--- config.mk ---
export PLATFORM = sky130hd
export DESIGN_NAME = drp_arbiter
export DESIGN_NICKNAME = d
export VERILOG_FILES = /design/src/rtl/sata_phy_pkg.sv /design/src/rtl/drp_port_capture.sv /design/src/rtl/drp_arbiter.sv
export SDC_FILE = /design/constraint.sdc
export NUM_CORES = 1
export LEC_CHECK = 0
export ABC_AREA = 1
export CAP_MARGIN = 20
export CORE_UTILIZATION = 53
export DETAILED_ROUTE_END_ITERATION = 6
export DONT_BUFFER_PORTS = 1
export GPL_TIMING_DRIVEN = 0
export PLACE_DENSITY = 0.67
export SYNTH_ARGS = -nofsm -noshare
export SYNTH_HDL_FRONTEND = slang
export SYNTH_SLANG_ARGS = --single-unit
--- constraint.sdc ---
create_clock -name clk -period 6.1 [get_ports clk]
set_clock_uncertainty 0.2 [all_clocks]
set_input_delay 0.61 -clock clk [delete_from_list [all_inputs] [get_ports clk]]
set_output_delay 0.61 -clock clk [all_outputs]
set_load 0.005 [all_outputs]
--- src/rtl/sata_phy_pkg.sv ---
// Shared definitions for the SATA PHY control slice: DRP bus widths, the
// DRP arbiter FSM state encoding and the read data returned on a timeout.
// No ports; imported by drp_port_capture and drp_arbiter.
package sata_phy_pkg;

   localparam int DRP_ADDR_W = 7;
   localparam int DRP_DATA_W = 16;

   // Read data handed back to a requester when the GTP never answers
   localparam logic [DRP_DATA_W-1:0] DRP_TIMEOUT_FILL = 16'hFFFF;

   typedef enum logic [1:0] {
      ST_IDLE    = 2'd0,
      ST_ISSUE   = 2'd1,
      ST_WAIT    = 2'd2,
      ST_RESPOND = 2'd3
   } drpState_t;

endpackage

--- src/rtl/drp_port_capture.sv ---
// Per-requester capture stage for the DRP arbiter. Latches one request
// (address, write enable, write data) and holds it pending until the arbiter
// reports completion. A den held high across completion is not re-captured.
// Ports:
//   clk, reset          clock, async active-high reset
//   i_den/i_dwe/i_daddr/i_di   requester DRP signals
//   i_complete          arbiter strobes this in the cycle it drives mN_drdy
//   o_pending           a captured request is waiting for / in service
//   o_daddr/o_dwe/o_di  holding register contents
module drp_port_capture
   import sata_phy_pkg::*;
(
   input  logic                  clk,
   input  logic                  reset,
   input  logic                  i_den,
   input  logic                  i_dwe,
   input  logic [DRP_ADDR_W-1:0] i_daddr,
   input  logic [DRP_DATA_W-1:0] i_di,
   input  logic                  i_complete,
   output logic                  o_pending,
   output logic [DRP_ADDR_W-1:0] o_daddr,
   output logic                  o_dwe,
   output logic [DRP_DATA_W-1:0] o_di
);

   logic                  r_pending;
   logic                  r_done;
   logic [DRP_ADDR_W-1:0] r_daddr;
   logic                  r_dwe;
   logic [DRP_DATA_W-1:0] r_di;

   // Capture a new request only when nothing is pending and the previous
   // completion has been acknowledged by den dropping. On completion, done
   // stays set only while den is still high, so a pulse requester can issue
   // again on the very next cycle while a level requester must drop den first.
   always_ff @(posedge clk or posedge reset) begin
      if (reset) begin
         r_pending <= 1'b0;
         r_done    <= 1'b0;
         r_daddr   <= '0;
         r_dwe     <= 1'b0;
         r_di      <= '0;
      end else if (i_complete) begin
         r_pending <= 1'b0;
         r_done    <= i_den;
      end else begin
         if (!i_den) begin
            r_done <= 1'b0;
         end
         if (i_den && !r_pending && !r_done) begin
            r_pending <= 1'b1;
            r_daddr   <= i_daddr;
            r_dwe     <= i_dwe;
            r_di      <= i_di;
         end
      end
   end

   assign o_pending = r_pending;
   assign o_daddr   = r_daddr;
   assign o_dwe     = r_dwe;
   assign o_di      = r_di;

endmodule

--- src/rtl/drp_arbiter.sv ---
// Two-port arbiter in front of a single GTP DRP interface. Port 0 serves
// speed negotiation, port 1 debug/host register access. One transaction is in
// flight at a time; contention alternates between ports; a transaction that
// sees no drdy within TIMEOUT_CYCLES returns 16'hFFFF and pulses o_timeout_err.
// Ports:
//   clk, reset                     clock, async active-high reset
//   i_mN_daddr/den/dwe/di          requester N inputs
//   o_mN_do/o_mN_drdy              requester N read data and completion strobe
//   o_daddr/o_den/o_dwe/o_di       GTP DRP request side
//   i_do/i_drdy                    GTP DRP response side
//   o_owner                        port of the current/last granted transaction
//   o_timeout_err                  one-cycle strobe on timeout
module drp_arbiter
   import sata_phy_pkg::*;
#(
   parameter int TIMEOUT_CYCLES = 64
)
(
   input  logic                  clk,
   input  logic                  reset,
   input  logic [DRP_ADDR_W-1:0] i_m0_daddr,
   input  logic                  i_m0_den,
   input  logic                  i_m0_dwe,
   input  logic [DRP_DATA_W-1:0] i_m0_di,
   output logic [DRP_DATA_W-1:0] o_m0_do,
   output logic                  o_m0_drdy,
   input  logic [DRP_ADDR_W-1:0] i_m1_daddr,
   input  logic                  i_m1_den,
   input  logic                  i_m1_dwe,
   input  logic [DRP_DATA_W-1:0] i_m1_di,
   output logic [DRP_DATA_W-1:0] o_m1_do,
   output logic                  o_m1_drdy,
   output logic [DRP_ADDR_W-1:0] o_daddr,
   output logic                  o_den,
   output logic                  o_dwe,
   output logic [DRP_DATA_W-1:0] o_di,
   input  logic [DRP_DATA_W-1:0] i_do,
   input  logic                  i_drdy,
   output logic                  o_owner,
   output logic                  o_timeout_err
);

   localparam int CNT_W = (TIMEOUT_CYCLES > 1) ? $clog2(TIMEOUT_CYCLES) : 1;
   localparam logic [CNT_W-1:0] CNT_MAX = CNT_W'(TIMEOUT_CYCLES - 1);

   drpState_t             r_state;
   drpState_t             w_nextState;
   logic                  r_owner;
   logic                  r_lastGrant;
   logic [DRP_ADDR_W-1:0] r_daddr;
   logic                  r_dwe;
   logic [DRP_DATA_W-1:0] r_di;
   logic [CNT_W-1:0]      r_count;
   logic [DRP_DATA_W-1:0] r_m0Do;
   logic [DRP_DATA_W-1:0] r_m1Do;

   logic                  w_pending0;
   logic                  w_pending1;
   logic [DRP_ADDR_W-1:0] w_hAddr0;
   logic [DRP_ADDR_W-1:0] w_hAddr1;
   logic                  w_hDwe0;
   logic                  w_hDwe1;
   logic [DRP_DATA_W-1:0] w_hDi0;
   logic [DRP_DATA_W-1:0] w_hDi1;
   logic                  w_anyPending;
   logic                  w_grant;
   logic                  w_cntMax;
   logic                  w_drdy0;
   logic                  w_drdy1;

   drp_port_capture u_cap0 (
      .clk        (clk),
      .reset      (reset),
      .i_den      (i_m0_den),
      .i_dwe      (i_m0_dwe),
      .i_daddr    (i_m0_daddr),
      .i_di       (i_m0_di),
      .i_complete (w_drdy0),
      .o_pending  (w_pending0),
      .o_daddr    (w_hAddr0),
      .o_dwe      (w_hDwe0),
      .o_di       (w_hDi0)
   );

   drp_port_capture u_cap1 (
      .clk        (clk),
      .reset      (reset),
      .i_den      (i_m1_den),
      .i_dwe      (i_m1_dwe),
      .i_daddr    (i_m1_daddr),
      .i_di       (i_m1_di),
      .i_complete (w_drdy1),
      .o_pending  (w_pending1),
      .o_daddr    (w_hAddr1),
      .o_dwe      (w_hDwe1),
      .o_di       (w_hDi1)
   );

   assign w_anyPending = w_pending0 | w_pending1;
   assign w_cntMax     = (r_count == CNT_MAX);

   // Grant selection: under contention the port that was not served last
   // wins; otherwise whichever single port is pending.
   always_comb begin
      if (w_pending0 && w_pending1) begin
         w_grant = ~r_lastGrant;
      end else begin
         w_grant = w_pending1;
      end
   end

   // FSM state register
   always_ff @(posedge clk or posedge reset) begin
      if (reset) begin
         r_state <= ST_IDLE;
      end else begin
         r_state <= w_nextState;
      end
   end

   // FSM next-state logic
   always_comb begin
      w_nextState = r_state;
      case (r_state)
         ST_IDLE: begin
            if (w_anyPending) begin
               w_nextState = ST_ISSUE;
            end
         end
         ST_ISSUE: begin
            w_nextState = ST_WAIT;
         end
         ST_WAIT: begin
            if (i_drdy || w_cntMax) begin
               w_nextState = ST_RESPOND;
            end
         end
         ST_RESPOND: begin
            w_nextState = ST_IDLE;
         end
         default: begin
            w_nextState = ST_IDLE;
         end
      endcase
   end

   // FSM outputs: den only in ISSUE, completion strobe to the owner only in
   // RESPOND, timeout strobe in the last WAIT cycle without drdy.
   always_comb begin
      o_den         = (r_state == ST_ISSUE);
      w_drdy0       = (r_state == ST_RESPOND) && !r_owner;
      w_drdy1       = (r_state == ST_RESPOND) && r_owner;
      o_timeout_err = (r_state == ST_WAIT) && !i_drdy && w_cntMax;
   end

   // Datapath: the GTP request fields are loaded at grant and held until the
   // next grant; read data goes straight into the owner's output register so
   // the other port's o_mN_do keeps its old value.
   always_ff @(posedge clk or posedge reset) begin
      if (reset) begin
         r_owner     <= 1'b0;
         r_lastGrant <= 1'b1;
         r_daddr     <= '0;
         r_dwe       <= 1'b0;
         r_di        <= '0;
         r_count     <= '0;
         r_m0Do      <= '0;
         r_m1Do      <= '0;
      end else begin
         case (r_state)
            ST_IDLE: begin
               if (w_anyPending) begin
                  r_owner <= w_grant;
                  r_daddr <= w_grant ? w_hAddr1 : w_hAddr0;
                  r_dwe   <= w_grant ? w_hDwe1  : w_hDwe0;
                  r_di    <= w_grant ? w_hDi1   : w_hDi0;
               end
            end
            ST_ISSUE: begin
               r_count <= '0;
            end
            ST_WAIT: begin
               if (i_drdy) begin
                  if (r_owner) r_m1Do <= i_do;
                  else         r_m0Do <= i_do;
               end else if (w_cntMax) begin
                  if (r_owner) r_m1Do <= DRP_TIMEOUT_FILL;
                  else         r_m0Do <= DRP_TIMEOUT_FILL;
               end else begin
                  r_count <= r_count + 1'b1;
               end
            end
            ST_RESPOND: begin
               r_lastGrant <= r_owner;
            end
            default: begin
               r_count <= '0;
            end
         endcase
      end
   end

   assign o_daddr   = r_daddr;
   assign o_dwe     = r_dwe;
   assign o_di      = r_di;
   assign o_owner   = r_owner;
   assign o_m0_do   = r_m0Do;
   assign o_m1_do   = r_m1Do;
   assign o_m0_drdy = w_drdy0;
   assign o_m1_drdy = w_drdy1;

endmodule

## After elaboration in Yosys (flattened, before gate mapping)

Index checks and enable logic that the tools add are counted.

| operators by class | value |
|---|---|
| add/sub/neg operators | 1 |
| reduce and logical (&&, ||, !) cells | 28 |
| mux-type cells | 26 |
| bitwise gates (word level) | 5 |
| eq/ne operators | 10 |

Operators by type and width:

| operator | number |
|---|---|
| 16-bit 2-to-1 mux | 9 |
| 6-bit 2-to-1 mux | 2 |
| 6-bit case mux with 2 select lines | 1 |
| 1-bit 2-to-1 mux | 10 |
| 1-bit logical AND | 9 |
| 3-bit AND reduction | 3 |
| 2-bit inequality test, second input constant | 4 |
| 2-bit case mux with 4 select lines | 1 |
| 2-bit AND reduction | 4 |
| 2-bit nonzero test | 4 |
| 7-bit 2-to-1 mux | 1 |
| 6-bit by 1-bit adder with 6-bit output, second input constant | 1 |
| 6-bit equality test, second input constant | 1 |
| 1-bit zero test | 6 |
| 2-bit equality test, second input constant | 2 |
| 2-bit 2-to-1 mux | 2 |
| 2-bit by 1-bit inequality test with 1-bit output, second input constant | 2 |
| 1-bit NOT | 4 |
| 2-bit by 1-bit equality test with 1-bit output, second input constant | 1 |
| 2-bit zero test | 1 |
| 1-bit logical OR | 1 |
| 1-bit OR | 1 |

| storage, ports and cells | value |
|---|---|
| register bits after elaboration | 118 |
| output and inout bits | 61 |
| bits of input ports | 69 |
| word-level logic and storage cells | 89 |

## Depth between registers and ports, before layout

| depth | value |
|---|---|
| word-level depth | 5 |
| mapped depth | 9 |
| mapped depth without buffers | 8 |

## By module

From an unflattened synthesis, not the netlist that was laid out.

| unflattened totals | value |
|---|---|
| cell total of the unflattened synthesis | 599 |
| area, all modules | 5280.1 sq um |

By module, submodules not included:

| module | seq. area each (sq um) | times used | cells each | area each (sq um) |
|---|---|---|---|---|
| drp_arbiter | 1652.8 | 1 | 375 | 3150.5 |
| drp_port_capture | 650.6 | 2 | 112 | 1064.8 |

## Worst setup path after synthesis

OpenSTA, ideal clock, no wires.

| path | value |
|---|---|
| path kind | register to output |
| start | reg r_state[0] |
| end | out o_timeout_err |
| arrival | 1.024 ns |
| data required time | 5.290 ns |
| stages on the path, launching flop included | 6 |
| path buffers | 1 |
| setup slack | 4.266 ns |
| cells stage by stage | dfrtp_1 inv_1 ha_1 buf_2 nand3_4 nor2_1 |

| on the way | value |
|---|---|
| cells in the longest elaborated chain, start to end | 3 |

RTL lines:

| what | line | RTL |
|---|---|---|
| from (decl) | drp_arbiter.sv:46 | `drpState_t r_state;` |
| from (signal assigned) | drp_arbiter.sv:117 | `r_state <= w_nextState;` |
| 2-bit equality test | drp_arbiter.sv:153 | `o_timeout_err = (r_state == ST_WAIT) && !i_drdy && w_cntMax;` |
| 1-bit logical AND (2 in series) | drp_arbiter.sv:153 |  |
| to (decl) | drp_arbiter.sv:40 | `output logic o_timeout_err` |

No other way between the ends.

## Worst setup path after layout

Same ends and word-level chain as after synthesis.

==> results.json <==
{
  "status": "completed",
  "avgViaCountPerCell": 5.14,
  "period_minus_slack_ps": 2500,
  "drc": 0,
  "insertion_delay_ps": 510,
  "drv_slew": 0,
  "die_h_um": 100,
  "antennaDiodeCount": 0,
  "htreeDepth": 4,
  "cts.path.max_buffers": 2,
  "tritoncts": "yes",
  "area_growth_pct": 16.7,
  "grt_pass1_wl_um": 18900,
  "drt_iter0_markers": 212,
  "powerDensity_nw_per_um2": 565,
  "critPathMaxStageDelay_ps": 420,
  "cts_resized": 0,
  "worstPathMaxFanout": 10,
  "n_fill_cell": 824,
  "ir_worst_vdd_v": 0.000221,
  "first_global_vias": 3903,
  "cts_made_buffers": 17,
  "met3_usage_pct": 8.22,
  "multiInputGateArea_um2": 1840,
  "syn_area_per_cell_um2": 8.72,
  "synth_cell_types": 26,
  "wl_um": 11600,
  "clockPowerShare_pct": 29.6,
  "holdWs_ps": 9.57,
  "dr.pass1.iters": 5,
  "endpoint_kind": "output port",
  "worstPathCellList": "inv_1 > ha_1 > buf_2 > nand3_4 > nor2_1",
  "layout-drive-gt1-share_pct": 14.3,
  "place.gp.congestion": 0.788,
  "ioPinCount": 130,
  "finalHoldViolCount": 0,
  "grt_start_max_net_pins": 78,
  "regArea_um2": 2950,
  "tightest_slew_ps": 467,
  "switching_share_pct": 37.1,
  "finalSetupTns_ps": 0,
  "period_share_pct": 41.1,
  "hold_class": "in -> reg",
  "max-cap-violations": 0,
  "critPathKind": "reg -> out",
  "power.leakage_nw": 3.07,
  "cts_root_buf": "clkbuf_8",
  "total_power_mw": 3.39,
  "grt_util_met2_pct": 38.0,
  "synthTopCellsByArea": "dfrtp_1 (57%), nand2_1 (15%), o21ai_0 (6.7%)",
  "p_sw_mw": 1.26,
  "cp-start-kind": "flip-flop",
  "drtAntennaViolNets": 0,
  "wl_per_cell_um": 15.3,
  "num_vias": 3889,
  "setup_viol": 0,
  "cp_data_arrival_time_ps": 1690,
  "yosysSeqAreaShare_pct": 57.5,
  "ys_warn_count": 0,
  "crit_family": "flip-flops",
  "synth_area_um2": 5130,
  "rows": 35,
  "fmax_mhz": 399,
  "die_w_um": 100,
  "syn_nets": 664,
  "gr-max-usage-layer": "met2",
  "ys_ff_latch": 118,
  "antenna_found_initial": 0,
  "io_buffers": 0,
  "yosysTopAreaCell": "dfrtp_1",
  "layout.nets": 690,
  "power_frac_seq_pct": 41.4,
  "rsz0062_at_grt": "false",
  "path_clk_slew_ps": 60,
  "synth.top_cell.area_share_pct": 57.0,
  "core-area_um2": 9330,
  "combPwrFrac_pct": 29.0,
  "use_met1_pct": 32.1,
  "dieArea_um2": 10100,
  "hpwl_um": 7960,
  "crit_path_top_delay_cell": "dfrtp_1",
  "path_buf_inv": 2,
  "overflow": 0,
  "post_synth_inst_count": 589,
  "clock-sinks": 118,
  "cp_data_required_time_ps": 5290,
  "slew_headroom_pct": 68.9,
  "start_util_pct": 55.0,
  "p_int_mw": 2.13,
  "grtUsageTotal_pct": 24.6
}
[cells by family after synthesis]
| group | Yosys count | share of synthesized area, % |
|---|---|---|
| AND/OR/NAND/NOR | 309 | 25.9 |
| adder cells (fa/ha/maj) | 6 | 1.46 |
| flip-flops | 118 | 57.5 |
| AO/OA/AOI/OAI | 85 | 8.58 |
| buffers and inverters | 71 | 6.56 |
[final cells by class]
cell class	count	area share [%]
buffer	27	2.82
clock inverter	14	2.94
clock buffer	18	7.14
tap	129	2.69
inverter	44	2.88
multi-input combinational	400	30.8
sequential	118	49.3
timing repair buffer	7	1.46
[through the flow]
| stage | setup slack [ps] | instance area [µm²] | instances | util, % |
|---|---|---|---|---|
| 2_1_floorplan | 2160 | 5130 | 589 | - |
| 6_report | 3600 | 5990 | 757 | 64.2 |
| 3_3_place_gp | 997 | 5300 | 718 | 56.8 |
| 4_1_cts | 3560 | 5990 | 757 | 64.2 |
| 5_1_grt | 3470 | 5990 | 757 | 64.2 |
| 3_5_place_dp | 4120 | 5330 | 719 | 57.1 |
[final timing paths]
kind	from	to	slack, ps	cells past startpoint
setup / recovery	r_state[0]	o_timeout_err	3600	5
hold / removal	i_m1_di[5]	u_cap1.o_di[5]	10	2
hold reg to reg	u_cap0.o_di[10]	u_cap0.o_di[10]	280	2
min in group asynchronous	reset	o_m1_do[4]	410	2
max in group asynchronous	reset	r_lastGrant	4560	3
setup reg to reg	r_state[1]	o_daddr[6]	4140	8
[power by group through the flow]
| stage | clock (mW) | combinational, mW | sequential (mW) |
|---|---|---|---|
| 6_report | 1.00 | 0.982 | 1.40 |
| 5_1_grt | 1.06 | 1.15 | 1.45 |
| 4_1_cts | 1.02 | 0.995 | 1.40 |
| 3_5_place_dp | 0 | 0.980 | 1.41 |
| 3_3_place_gp | 0 | 0.944 | 1.40 |
| 2_1_floorplan | 0 | 0.759 | 1.34 |
[layer usage]
layer | vias up | part of all wire [%] | wire length (µm)
li1 | 1913 | - | -
met1 | 1851 | 45 | 5230
met2 | 109 | 46 | 5350
met3 | 16 | 7.1 | 820
met4 | 0 | 1.7 | 196
met5 | - | 0 | 0
[cells in the mapped netlist (all sizes together)]
cell / number
or2: 17
buf: 22
o21bai: 1
inv: 44
dfrtp: 117
ha: 6
a21oi: 2
nor2: 34
nand3: 42
clkbuf: 5
dfstp: 1
o21ai: 80
nand4: 3
a21boi: 2
nand2: 213
[sequential cells by signal, summed over array words and instances (netlist names), 2 cells and up]
register / count
o_di: 16
o_m0_do: 16
o_m1_do: 16
u_cap0.o_di: 16
u_cap1.o_di: 16
o_daddr: 7
u_cap0.o_daddr: 7
u_cap1.o_daddr: 7
r_count: 6
r_state: 2
[placed cells by master (no fill, tap or decap), drive strengths merged]
cell type / Yosys / routed
nor2: 34 / 34
a21boi: 2 / 2
a21oi: 2 / 2
nand4: 3 / 3
inv: 44 / 46
clkinvlp: 0 / 2
or2: 17 / 17
o21bai: 1 / 1
ha: 6 / 6
clkinv: 0 / 7
nand3: 42 / 42
o21ai: 80 / 80
bufinv: 0 / 3
nand2: 213 / 213
dfrtp: 117 / 117
dlygate4sd3: 0 / 6
buf: 22 / 23
dfstp: 1 / 1
clkbuf: 5 / 23
[what timing repair did]
| item | CTS | global route |
|---|---|---|
| hold endpoints to repair | 46 | 0 |
| setup buffers | 0 | 0 |
| hold buffers | 6 | 0 |
Power figures use the tool's default switching activity.
